`src/rtl/aryth_pkg.sv`:
```
// aryth_pkg: shared states, opcodes, status codes and opcode legality check for the ARYTH sequencer
package aryth_pkg;
  localparam int NUM_OPS = 6;
  localparam logic [2:0] S_IDLE   = 3'd0;
  localparam logic [2:0] S_LOAD_A = 3'd1;
  localparam logic [2:0] S_LOAD_B = 3'd2;
  localparam logic [2:0] S_ISSUE  = 3'd3;
  localparam logic [2:0] S_WAIT   = 3'd4;
  localparam logic [2:0] S_OUT_LO = 3'd5;
  localparam logic [2:0] S_OUT_HI = 3'd6;
  localparam logic [2:0] OP_ADD = 3'd0;
  localparam logic [2:0] OP_SUB = 3'd1;
  localparam logic [2:0] OP_MUL = 3'd2;
  localparam logic [2:0] OP_AND = 3'd3;
  localparam logic [2:0] OP_OR  = 3'd4;
  localparam logic [2:0] OP_XOR = 3'd5;
  localparam logic [1:0] ERR_OK    = 2'b00;
  localparam logic [1:0] ERR_ILLOP = 2'b01;
  localparam logic [1:0] ERR_TMO   = 2'b10;
  function automatic logic op_legal(input logic [2:0] op, input int n);
    return 32'(op) < n;
  endfunction
endpackage

```
`src/rtl/aryth_timeout_ctr.sv`:
```
// aryth_timeout_ctr: cycle counter that flags expiry once it reaches TIMEOUT-1
module aryth_timeout_ctr #(
  parameter int TIMEOUT = 32
) (
  input  logic clk,
  input  logic rst,
  input  logic clear,
  input  logic enable,
  output logic expired
);
  import aryth_pkg::*;
  localparam int CW = $clog2(TIMEOUT + 1);
  logic [CW-1:0] cnt_q, cnt_d;
  // clear has priority over counting; neither asserted means hold
  always_comb cnt_d = clear ? '0 : enable ? cnt_q + CW'(1) : cnt_q;
  // counter register
  always_ff @(posedge clk or posedge rst)
    if (rst) cnt_q <= '0;
    else cnt_q <= cnt_d;
  assign expired = cnt_q == CW'(TIMEOUT - 1);
endmodule

```
`src/rtl/aryth_op_sequencer.sv`:
```
// aryth_op_sequencer: byte-stream command sequencer issuing one op to the ARYTH datapath and returning its result
module aryth_op_sequencer #(
  parameter int DATA_W  = 8,
  parameter int RES_W   = 16,
  parameter int TIMEOUT = 32,
  parameter int NUM_OPS = 6
) (
  input  logic              clk,
  input  logic              rst,
  input  logic              ena,
  input  logic [DATA_W-1:0] in_data,
  input  logic              in_stb,
  output logic              in_rdy,
  output logic              alu_start,
  output logic [2:0]        alu_op,
  output logic [DATA_W-1:0] alu_a,
  output logic [DATA_W-1:0] alu_b,
  input  logic              alu_done,
  input  logic [RES_W-1:0]  alu_result,
  output logic [DATA_W-1:0] out_data,
  output logic              out_valid,
  input  logic              out_ack,
  output logic              busy,
  output logic [1:0]        err
);
  import aryth_pkg::*;
  logic [2:0] state_q, state_d, op_q, op_d;
  logic un_q, un_d;
  logic [DATA_W-1:0] a_q, a_d, b_q, b_d;
  logic [RES_W-1:0] res_q, res_d;
  logic [1:0] err_q, err_d;
  logic acc, legal, expired, in_flight, unused_cmd;
  assign in_rdy = state_q == S_IDLE || state_q == S_LOAD_A || state_q == S_LOAD_B;
  assign acc = in_stb & in_rdy & ena;
  assign legal = op_legal(in_data[2:0], NUM_OPS);
  assign unused_cmd = ^in_data[DATA_W-2:3];
  assign in_flight = state_q == S_ISSUE || state_q == S_WAIT;
  assign alu_start = ena && state_q == S_ISSUE;
  assign alu_op = op_q;
  assign alu_a = a_q;
  assign alu_b = b_q;
  assign out_valid = state_q == S_OUT_LO || state_q == S_OUT_HI;
  assign out_data = state_q == S_OUT_LO ? res_q[DATA_W-1:0] : state_q == S_OUT_HI ? res_q[RES_W-1:DATA_W] : '0;
  assign busy = state_q != S_IDLE;
  assign err = err_q;
  aryth_timeout_ctr #(.TIMEOUT(TIMEOUT)) u_tmo (
    .clk(clk),
    .rst(rst),
    .clear(ena & ~in_flight),
    .enable(ena & in_flight),
    .expired(expired)
  );
  // next state, operand capture and status; ena low freezes everything
  always_comb begin
    state_d = state_q;
    op_d = op_q;
    un_d = un_q;
    a_d = a_q;
    b_d = b_q;
    res_d = res_q;
    err_d = err_q;
    if (ena) begin
      case (state_q)
        S_IDLE: if (acc) begin
          err_d = legal ? ERR_OK : ERR_ILLOP;
          state_d = legal ? S_LOAD_A : S_IDLE;
          op_d = legal ? in_data[2:0] : op_q;
          un_d = legal ? in_data[DATA_W-1] : un_q;
        end
        S_LOAD_A: if (acc) begin
          a_d = in_data;
          b_d = un_q ? '0 : b_q;
          state_d = un_q ? S_ISSUE : S_LOAD_B;
        end
        S_LOAD_B: if (acc) begin
          b_d = in_data;
          state_d = S_ISSUE;
        end
        S_ISSUE: state_d = S_WAIT;
        S_WAIT: begin
          res_d = alu_done ? alu_result : res_q;
          err_d = (!alu_done && expired) ? ERR_TMO : err_q;
          state_d = alu_done ? S_OUT_LO : expired ? S_IDLE : S_WAIT;
        end
        S_OUT_LO: state_d = out_ack ? S_OUT_HI : S_OUT_LO;
        S_OUT_HI: state_d = out_ack ? S_IDLE : S_OUT_HI;
        default: state_d = S_IDLE;
      endcase
    end
  end
  // state and datapath registers
  always_ff @(posedge clk or posedge rst)
    if (rst) begin
      state_q <= S_IDLE;
      op_q <= '0;
      un_q <= 1'b0;
      a_q <= '0;
      b_q <= '0;
      res_q <= '0;
      err_q <= ERR_OK;
    end else begin
      state_q <= state_d;
      op_q <= op_d;
      un_q <= un_d;
      a_q <= a_d;
      b_q <= b_d;
      res_q <= res_d;
      err_q <= err_d;
    end
endmodule

```
`config.mk`:
```
export PLATFORM = sky130hd
export DESIGN_NAME = aryth_op_sequencer
export DESIGN_NICKNAME = d
export VERILOG_FILES = /design/src/rtl/aryth_pkg.sv /design/src/rtl/aryth_timeout_ctr.sv /design/src/rtl/aryth_op_sequencer.sv
export SDC_FILE = /design/constraint.sdc
export NUM_CORES = 1
export LEC_CHECK = 0
export ABC_AREA = 1
export BUFFER_PORTS_ARGS = -buffer_cell sky130_fd_sc_hd__buf_2
export CELL_PAD_IN_SITES_DETAIL_PLACEMENT = 1
export CELL_PAD_IN_SITES_GLOBAL_PLACEMENT = 2
export CORE_UTILIZATION = 32
export DETAILED_ROUTE_END_ITERATION = 10
export GPL_TIMING_DRIVEN = 0
export PLACE_DENSITY_LB_ADDON = 0.1
export SYNTH_ARGS = -nofsm -noshare
export SYNTH_HDL_FRONTEND = slang
export SYNTH_HIERARCHICAL = 1
export SYNTH_SLANG_ARGS = --single-unit
```
`constraint.sdc`:
```
create_clock -name clk -period 3.83 [get_ports clk]
set_input_delay 0.1915 -clock clk [delete_from_list [all_inputs] [get_ports clk]]
set_output_delay 0.1915 -clock clk [all_outputs]
set_load 0.05 [all_outputs]
```
# After elaboration in Yosys (flattened, before gate mapping)
# Index checks and enable logic that the tools add are counted.
[word_totals]
register_bits = 47
latchBits = 0
mem_bits_rw = 0
rom_bits = 0
in_bits = 30
memories = 0
[op_classes]
n_addsub = 1
mul = 0
n_div = 0
n_lt_le_gt_ge = 1
n_eq_ne = 12
shifts = 0
mux = 22
bitwise = 5
n_reduce_logical = 18
[ops]
columns = ["cell", "n"]
rows = [
  ["$mux W8", 5],
  ["$pmux W3 S7", 1],
  ["$mux W3", 6],
  ["$pmux W8 S2", 1],
  ["$mux W6", 2],
  ["$reduce_and A4 Y1", 3],
  ["$eq A3 B3 Y1 const B", 3],
  ["$ne A2 B2 Y1 const B", 4],
  ["$add A6 B1 Y6 const B", 1],
  ["$eq A3 B2 Y1 const B", 2],
  ["$eq A6 B5 Y1 const B", 1],
  ["$mux W2", 3],
  ["$reduce_and A3 Y1", 2],
  ["$reduce_bool A2 Y1", 3],
  ["$reduce_and A5 Y1", 1],
  ["$and A1 B1 Y1", 4],
  ["$logic_or A1 B1 Y1", 4],
  ["$pmux W2 S2", 1],
  ["$eq A3 B1 Y1 const B", 1],
  ["$logic_not A3 Y1", 1],
  ["$lt A3 B3 Y1 const B", 1],
  ["$mux W1", 3],
  ["$reduce_bool A3 Y1", 1],
  ["$logic_and A1 B1 Y1", 2],
  ["other kinds (3)", 3],
]

# Logic depth before layout (Yosys ltp)
# Gate-level depths: netlist of run 1.
[logic_depth]
depth_word = 7
depth_mapped = 11

# Hierarchy
# Netlist of run 1, hierarchy kept.
[by_module_without_submodules]
columns = ["mod", "n_inst", "cells_each", "area_each_um2", "seq_area_each_um2"]
rows = [
  ["aryth_op_sequencer", 1, 235, 1956.9, 1026.0],
  ["aryth_timeout_ctr", 1, 45, 342.8, 150.1],
]

# Least setup slack after synthesis of run 1
# No wires, ideal clock.
[synth_path]
kind = "register -> output"
from = "register state_q[1]"
to = "output out_data[0]"
t_arrival_ns = 1.584
required_ns = 3.638
slack_ns = 2.055
stages_incl_launch_ff = 5
n_path_buf = 1
cell_sequence = "dfrtp_1 inv_1 nand3_1 buf_2 o22ai_1"
[synth_between]
elab_chain_cells = 3
word_cells_on_any_way = 4
cone_classes = "eq/ne: 2; mux: 2"
[synth_rtl]
columns = ["element", "line", "source"]
rows = [
  ["from (decl)", "aryth_op_sequencer.sv:27", "logic [2:0] state_q, state_d, op_q, op_d;"],
  ["from (signal assigned)", "aryth_op_sequencer.sv:102", "state_q <= state_d;"],
  ["$eq A3 B3 Y1", "aryth_op_sequencer.sv:43", "assign out_data = state_q == S_OUT_LO ? res_q[DATA_W-1:0] : state_q == S_OUT_HI ? res_q[RES_W-1:DATA_W] : '0;"],
  ["$mux W8", "aryth_op_sequencer.sv:43", ""],
  ["$mux W8 *", "aryth_op_sequencer.sv:43", ""],
  ["to (decl)", "aryth_op_sequencer.sv:20", "output logic [DATA_W-1:0] out_data,"],
]
# Every way passes the cells marked *; elsewhere a longest branch is shown, timed or not.

# Worst setup path after layout of run 1
[layout_path]
from = "register state_q[1]"
to = "output out_data[2]"
# The elaborated chain is that of the path after synthesis.

==> metrics, run 1 <==
outcome completed; Setup CP Type flop to output pin; crit start category flop; endpoints failing hold 0; Initial Util 33.5%; area leader, netlist dfrtp_1; relative slew slack 71.5%; RSZ-0062 raised after global routing no; worst skew pair latency 0.30 ns; top cells by count, synth nand2_1, dfrtp_1, nor2_1, inv_1, a21oi_1; Total Routing Usage GR 17.0%; per-cell routed wire length 12.9 microns; NetSw 0.00127 W; Min-Delay Path Class input port to flop; Crit. End Element output pin; buffer levels on the longest clock path 2; PortBufs 62; HPWL after DPL 4280 microns; maximum VDD drop 0.424 mV; GP Congestion 0.712; sequential share of power 31.5%; fraction of layout cells with a size suffix above 1 28.1%; unique cell type count in the Yosys netlist 26; gr ovfl total 0; Post-CTS Setup Inserts 0; core region area 6870 sq um; Hold Buf Count CTS 1; Max Freq 514 MHz; Net Sw Frac 51.4%; DR vias 2017; TritonCTS clock tree yes; mapped cell area 2300 sq um; die area 7530 sq um; Syn Inst Count 280; Placement Cell Area 2750 sq um; Die Span Y 86.8 microns; Layout Nets 382; Detail Route Antenna Nets 0; Seq/Total Area, Yosys 51.1%; reg2reg setup slack 2.05 ns; Post-synth EDFFs 0; initial antenna violation count 0; hold path start alu_result[7]; worst reg2reg path startpoint state_q[0]$_DFFE_PP0P_; Worst-Margin Slew 0.428 ns; leakage 1.57 nW; site row count 30; vias in the first global route 2071; Final min period 1.95 ns; CP required 3.64 ns; post-synthesis compound-gate area fraction 15.6%; number of clock sinks 47; first-pass GRT wire length 9940 microns; largest family of logic cells by synthesized area simple AND/OR/NAND/NOR gates; Detailed Routing Iterations Pass 1 2; chip width 86.8 microns; Avg Cell Area, Syn 8.21 sq um; Clk pin slew, worst setup/hold paths 0.10 ns; period utilization 50.8%; Post-Synth Adder-Cell Area 0.544%; async set or reset register ratio after synthesis 100%; count leader, synth nand2_1; Clock Power Share 15.3%; GRT met2 Usage 30.1%; met1 global-route usage 21.5%; Vias per Instance 4.50; WP data arrival 1.76 ns; antenna diode count 0; Worst Skew 0.0122 ns; synthesis-stage register bit count 47; most used routing layer met2; Min-Delay Path Depth 3; CTS resizes 0; area grow syn2layout 25.0%; mux share of post-synthesis cell area 0%; top cells by area, synth dfrtp_1, nand2_1, nor2_1; htree depth 2; Worst R2R Path Depth 7; DR DRC count 0; r2r endpoint u_tmo/cnt_q[3]$_DFFE_PP0P_; Final Max Tran Viols 0; maxcap violations 0; Detailed Route WL 5760 microns; Synth Area in XOR/XNOR 0%; P_int 0.00120 W; largest net degree at the start of global routing 41; syn_nets 311; Yosys warnings 6; io pins 63; post-route cell area 2880 sq um; Main synth FF type dfrtp_1; Endpoint, Worst Hold res_q[7]$_DFFE_PP0P_; top cell type's share of synthesized area 51.1%; setup violators final 0; number of DRC markers in iteration 0 42; CTS root buffer clkbuf_8; GR Util met3 3.05%; Pwr Density 862 nW/um^2; Final TNS setup 0 ns; CTS buffer count 5; simple-gate share of the synthesized area 22.9%; Comb power frac 53.2%; largest fanout on the critical path 10
power by group through the flow:
stage                     registers [W]  clock network [W]  logic [W]
after detailed placement       0.000791                  0    0.00134
after global placement         0.000785                  0    0.00131
final                          0.000780           0.000380    0.00132
after CTS                      0.000782           0.000396    0.00134
after global routing           0.000802           0.000415    0.00144
after floorplan                 0.00108                  0   0.000726
metal layers:
metal / wire, microns / up-vias
met5: 0 / -
met4: 42 / 0
met3: 204 / 4
met2: 2820 / 39
met1: 2690 / 947
li1: - / 1027
worst max-delay path: stages, from the launching register on:
cell	delay, ns
dfrtp_1	0.48
inv_1	0.15
nand3_1	0.13
buf_2	0.23
o22ai_1	0.18
buf_2	0.29
area by class of cell:
class / count / area, sq um
Timing Repair Buffer: 64 / 340
Clock buffer: 5 / 68.8
Clock inverter: 3 / 46.3
Fill cell: 883 / 3990
Inverter: 42 / 159
Multi-Input combinational cell: 183 / 897
Sequential cell: 47 / 1180
Tap cell: 96 / 120
Buffer: 8 / 67.6
metrics by stage:
| stage | util (%) | hold slack [ns] | total power [W] | std cells | setup slack, ns |
|---|---|---|---|---|---|
| after detailed placement | 40.0 | 0.0594 | 0.00213 | 439 | 2.05 |
| after floorplan | - | -0.0175 | 0.00181 | 280 | 2.05 |
| final | 41.9 | 0.126 | 0.00248 | 448 | 1.88 |
| after global routing | 41.9 | 0.128 | 0.00266 | 448 | 1.73 |
| after CTS | 41.9 | 0.121 | 0.00251 | 448 | 1.85 |
| after global placement | 39.7 | 0.139 | 0.00210 | 438 | 2.00 |
worst max path at each step:
stage	from	end	slack, ns	depth (start not counted)
5_1_grt	state_q[1]$_DFFE_PP0P_	out_data[3]	1.73	5
3_5_place_dp	state_q[0]$_DFFE_PP0P_	u_tmo/cnt_q[3]$_DFFE_PP0P_	2.05	6
6_report	state_q[1]$_DFFE_PP0P_	out_data[2]	1.88	5
3_3_place_gp	rst	err[1]$_DFFE_PP0P_	2.00	2
2_1_floorplan	state_q[1]$_DFFE_PP0P_	out_data[0]	2.05	4
4_1_cts	state_q[1]$_DFFE_PP0P_	out_data[2]	1.85	5
sequential cells by signal (all words and copies together), names as in the netlist:
register	count
alu_b	8
alu_op	3
state_q	3
res_q	16
alu_a	8
u_tmo/cnt_q	6
un_q	1
err	2
cells in the final DEF (no fill, tap or decap), types with 3 or more instances in the layout:
cell | Yosys | final
a21oi_1 | 27 | 27
buf_2 | 5 | 67
clkbuf_8 | 0 | 5
dfrtp_1 | 47 | 47
inv_1 | 40 | 39
nand2_1 | 52 | 52
nand3_1 | 11 | 11
nand4_1 | 3 | 3
nor2_1 | 42 | 42
nor2_4 | 3 | 3
o21ai_0 | 14 | 14
o21ai_2 | 8 | 8
o22ai_1 | 8 | 8
cell families after synthesis:
group / after synthesis
AOI/OAI and AO/OA: 62
adders and majority gates: 1
buffers and inverters: 50
DFF: 47
and+or+nand+nor: 120
No activity file was read; power rests on OpenSTA's default activity.
==> run 2, diff against run 1 <==
CORE_UTILIZATION = 27   (was 32)
clock period = 1.78 ns   (was 3.83 ns; I/O delays follow)
==> run 2 against run 1 <==
Net effect: sequential power is 120% higher; routed wire length is 4.4% higher; clock power is 73% higher; worst setup slack worse by 1.8 ns; total power is 110% higher; critical endpoint is now out_data[1]; largest power group unchanged; highest routed layer unchanged.
==> metrics, run 2 (synthesis results as in run 1) <==
endpoints failing hold 0 (unchanged); buffer levels on the longest clock path 2 (unchanged); per-cell routed wire length 13.2 microns (was 12.9 microns); Max Freq 594 MHz; post-route cell area 2900 sq um (was 2880 sq um); antenna diode count 0 (unchanged); Pwr Density 1820 nW/um^2 (was 862 nW/um^2); Final Max Tran Viols 0 (unchanged); Top reg by flops res_q (unchanged); Die Span Y 94.3 microns (was 86.8 microns); Worst R2R Path Depth 9 (was 7); crit start category flop (unchanged); Detailed Routing Iterations Pass 1 4 (was 2); DR vias 2041 (was 2017); outcome completed (unchanged); Worst Skew 0.00460 ns (was 0.0122 ns); core region area 8220 sq um (was 6870 sq um); htree depth 2 (unchanged); TritonCTS clock tree yes (unchanged); site row count 33 (was 30); cells along the critical path inv_2 > nand3_1 > buf_4 > o22ai_1 > buf_4 (was inv_1 > nand3_1 > buf_2 > o22ai_1 > buf_2); Setup WS post-layout 0.0960 ns (was 1.88 ns); relative slew slack 72.7% (was 71.5%); PortBufs 62 (unchanged); io pins 63 (unchanged); area grow syn2layout 26.0% (was 25.0%); setup violators final 0 (unchanged); Final min period 1.68 ns; vias in the first global route 2182 (was 2071); first-pass GRT wire length 10200 microns (was 9940 microns); number of clock sinks 47 (unchanged); fraction of layout cells with a size suffix above 1 29.5% (was 28.1%); Final TNS setup 0 ns (unchanged); critical path's largest stage delay 0.47 ns (was 0.48 ns); maximum VDD drop 0.606 mV (was 0.424 mV); HPWL after DPL 4530 microns (was 4280 microns); chip width 94.3 microns (was 86.8 microns); Placement Cell Area 2760 sq um (was 2750 sq um); GP Congestion 0.716 (was 0.712); Min-Delay Path Depth 3 (unchanged); placed cell count 448 (was 439); Detail Route Antenna Nets 0 (unchanged); WP data arrival 1.60 ns (was 1.76 ns); Worst-Margin Slew 0.409 ns (was 0.428 ns); Crit. End Element output pin (unchanged); Initial Util 28.0% (was 33.5%); gr ovfl total 0 (unchanged); DP Worst Slack -0.00204 ns (was 2.05 ns); commonest non-fill, non-tap cell in the layout buf_2 (unchanged); Min-Delay Path Class input port to flop (unchanged); CTS buffer count 5 (unchanged); number of DRC markers in iteration 0 67 (was 42); maxcap violations 0 (unchanged); Setup CP Type flop to output pin (unchanged); Total Routing Usage GR 14.8% (was 17.0%); leakage 1.56 nW (was 1.57 nW); period utilization 94.6%; largest net degree at the start of global routing 26 (was 41); DR DRC count 0 (unchanged); RSZ-0062 raised after global routing no (unchanged); Detailed Route WL 6010 microns (was 5760 microns); most frequent CP cell buf_4 (was buf_2); Stages on worst setup path 5 (unchanged); die area 8890 sq um (was 7530 sq um); worst-path cell with the longest stage delay dfrtp_2 (was dfrtp_1); Top Family by Delay on Critical Path buffers and inverters (unchanged); Vias per Instance 4.47 (was 4.50); largest fanout on the critical path 10 (unchanged); Clk pin slew, worst setup/hold paths 0.09 ns (was 0.10 ns); worst skew pair latency 0.30 ns (about the same); CP Buf/Inv Count 3 (unchanged); highest-count cells in the layout ignoring fill and taps buf_2, nand2_1, dfrtp_1 (unchanged); initial antenna violation count 0 (unchanged); CTS root buffer clkbuf_8 (unchanged); final std cells w/o fill 457 (was 448); CP required 1.69 ns (was 3.64 ns); Layout Nets 382 (unchanged); max reg flops 16 (unchanged)
-- run 2: cell type report --
| cell class | count | area [sq um] |
|---|---|---|
| Clock inverter | 2 | 12.5 |
| Fill cell | 1013 | 5320 |
| Buffer | 8 | 70.1 |
| Timing Repair Buffer | 64 | 360 |
| Sequential cell | 47 | 1180 |
| Inverter | 42 | 159 |
| Tap cell | 105 | 131 |
| Clock buffer | 6 | 72.6 |
| Multi-Input combinational cell | 183 | 913 |
-- run 2: through the flow --
stage	hold slack [ns]	util, %	total power [W]
floorplan	-0.120	-	0.00389
detailed placement	0.0486	33.6	0.00458
finish	0.0378	35.3	0.00527
global route	0.0277	35.3	0.00566
CTS	0.0306	35.1	0.00533
global placement	0.0416	33.4	0.00454
-- run 2: worst reg2reg max path, stage by stage (launching register included) --
cell     delay (ns)
dfrtp_2        0.48
nor2_4         0.21
nand2_1        0.16
a21oi_4        0.25
inv_2          0.08
nand2_4        0.09
nand3_2        0.07
nand2_1        0.06
inv_1          0.04
nor2_1         0.09
-- run 2: routing by layer --
| layer | vias up | track usage (%) | share of wire, % |
|---|---|---|---|
| met1 | 970 | 19.2 | 47 |
| met3 | 7 | 2.99 | 3.8 |
| met5 | - | 0 | 0 |
| met2 | 36 | 24.8 | 48 |
| li1 | 1028 | - | - |
| met4 | 0 | 3.85 | 1.0 |
-- run 2: path summary, 6_finish.rpt --
path                                              from                         end  slack [ns]
worst max-delay path            state_q[1]$_DFFE_PP0P_                 out_data[1]         0.1
worst min-delay path                    alu_result[11]       res_q[11]$_DFFE_PP0P_        0.04
max in group asynchronous                          rst      state_q[0]$_DFFE_PP0P_        0.97
worst min register to register    alu_a[6]$_DFFE_PP0P_        alu_a[6]$_DFFE_PP0P_        0.49
min in group asynchronous                          rst  u_tmo/cnt_q[4]$_DFFE_PP0P_        0.26
worst max register to register  state_q[0]$_DFFE_PP0P_  u_tmo/cnt_q[5]$_DFFE_PP0P_        0.21
-- run 2: timing repair --
item | in CTS | in global routing
hold endpoints to repair | 22 | 0
endpoints found under the setup margin | 10 | 13
buffers inserted | 0 | 0
resized for setup | 10 | 8
hold buffers | 1 | 0
-- run 2: power breakdown --
| group | internal (W) | switching [W] |
|---|---|---|
| Sequential | 0.00148 | 0.000209 |
| Clock | 0.000276 | 0.000382 |
| Combinational | 0.000773 | 0.00216 |
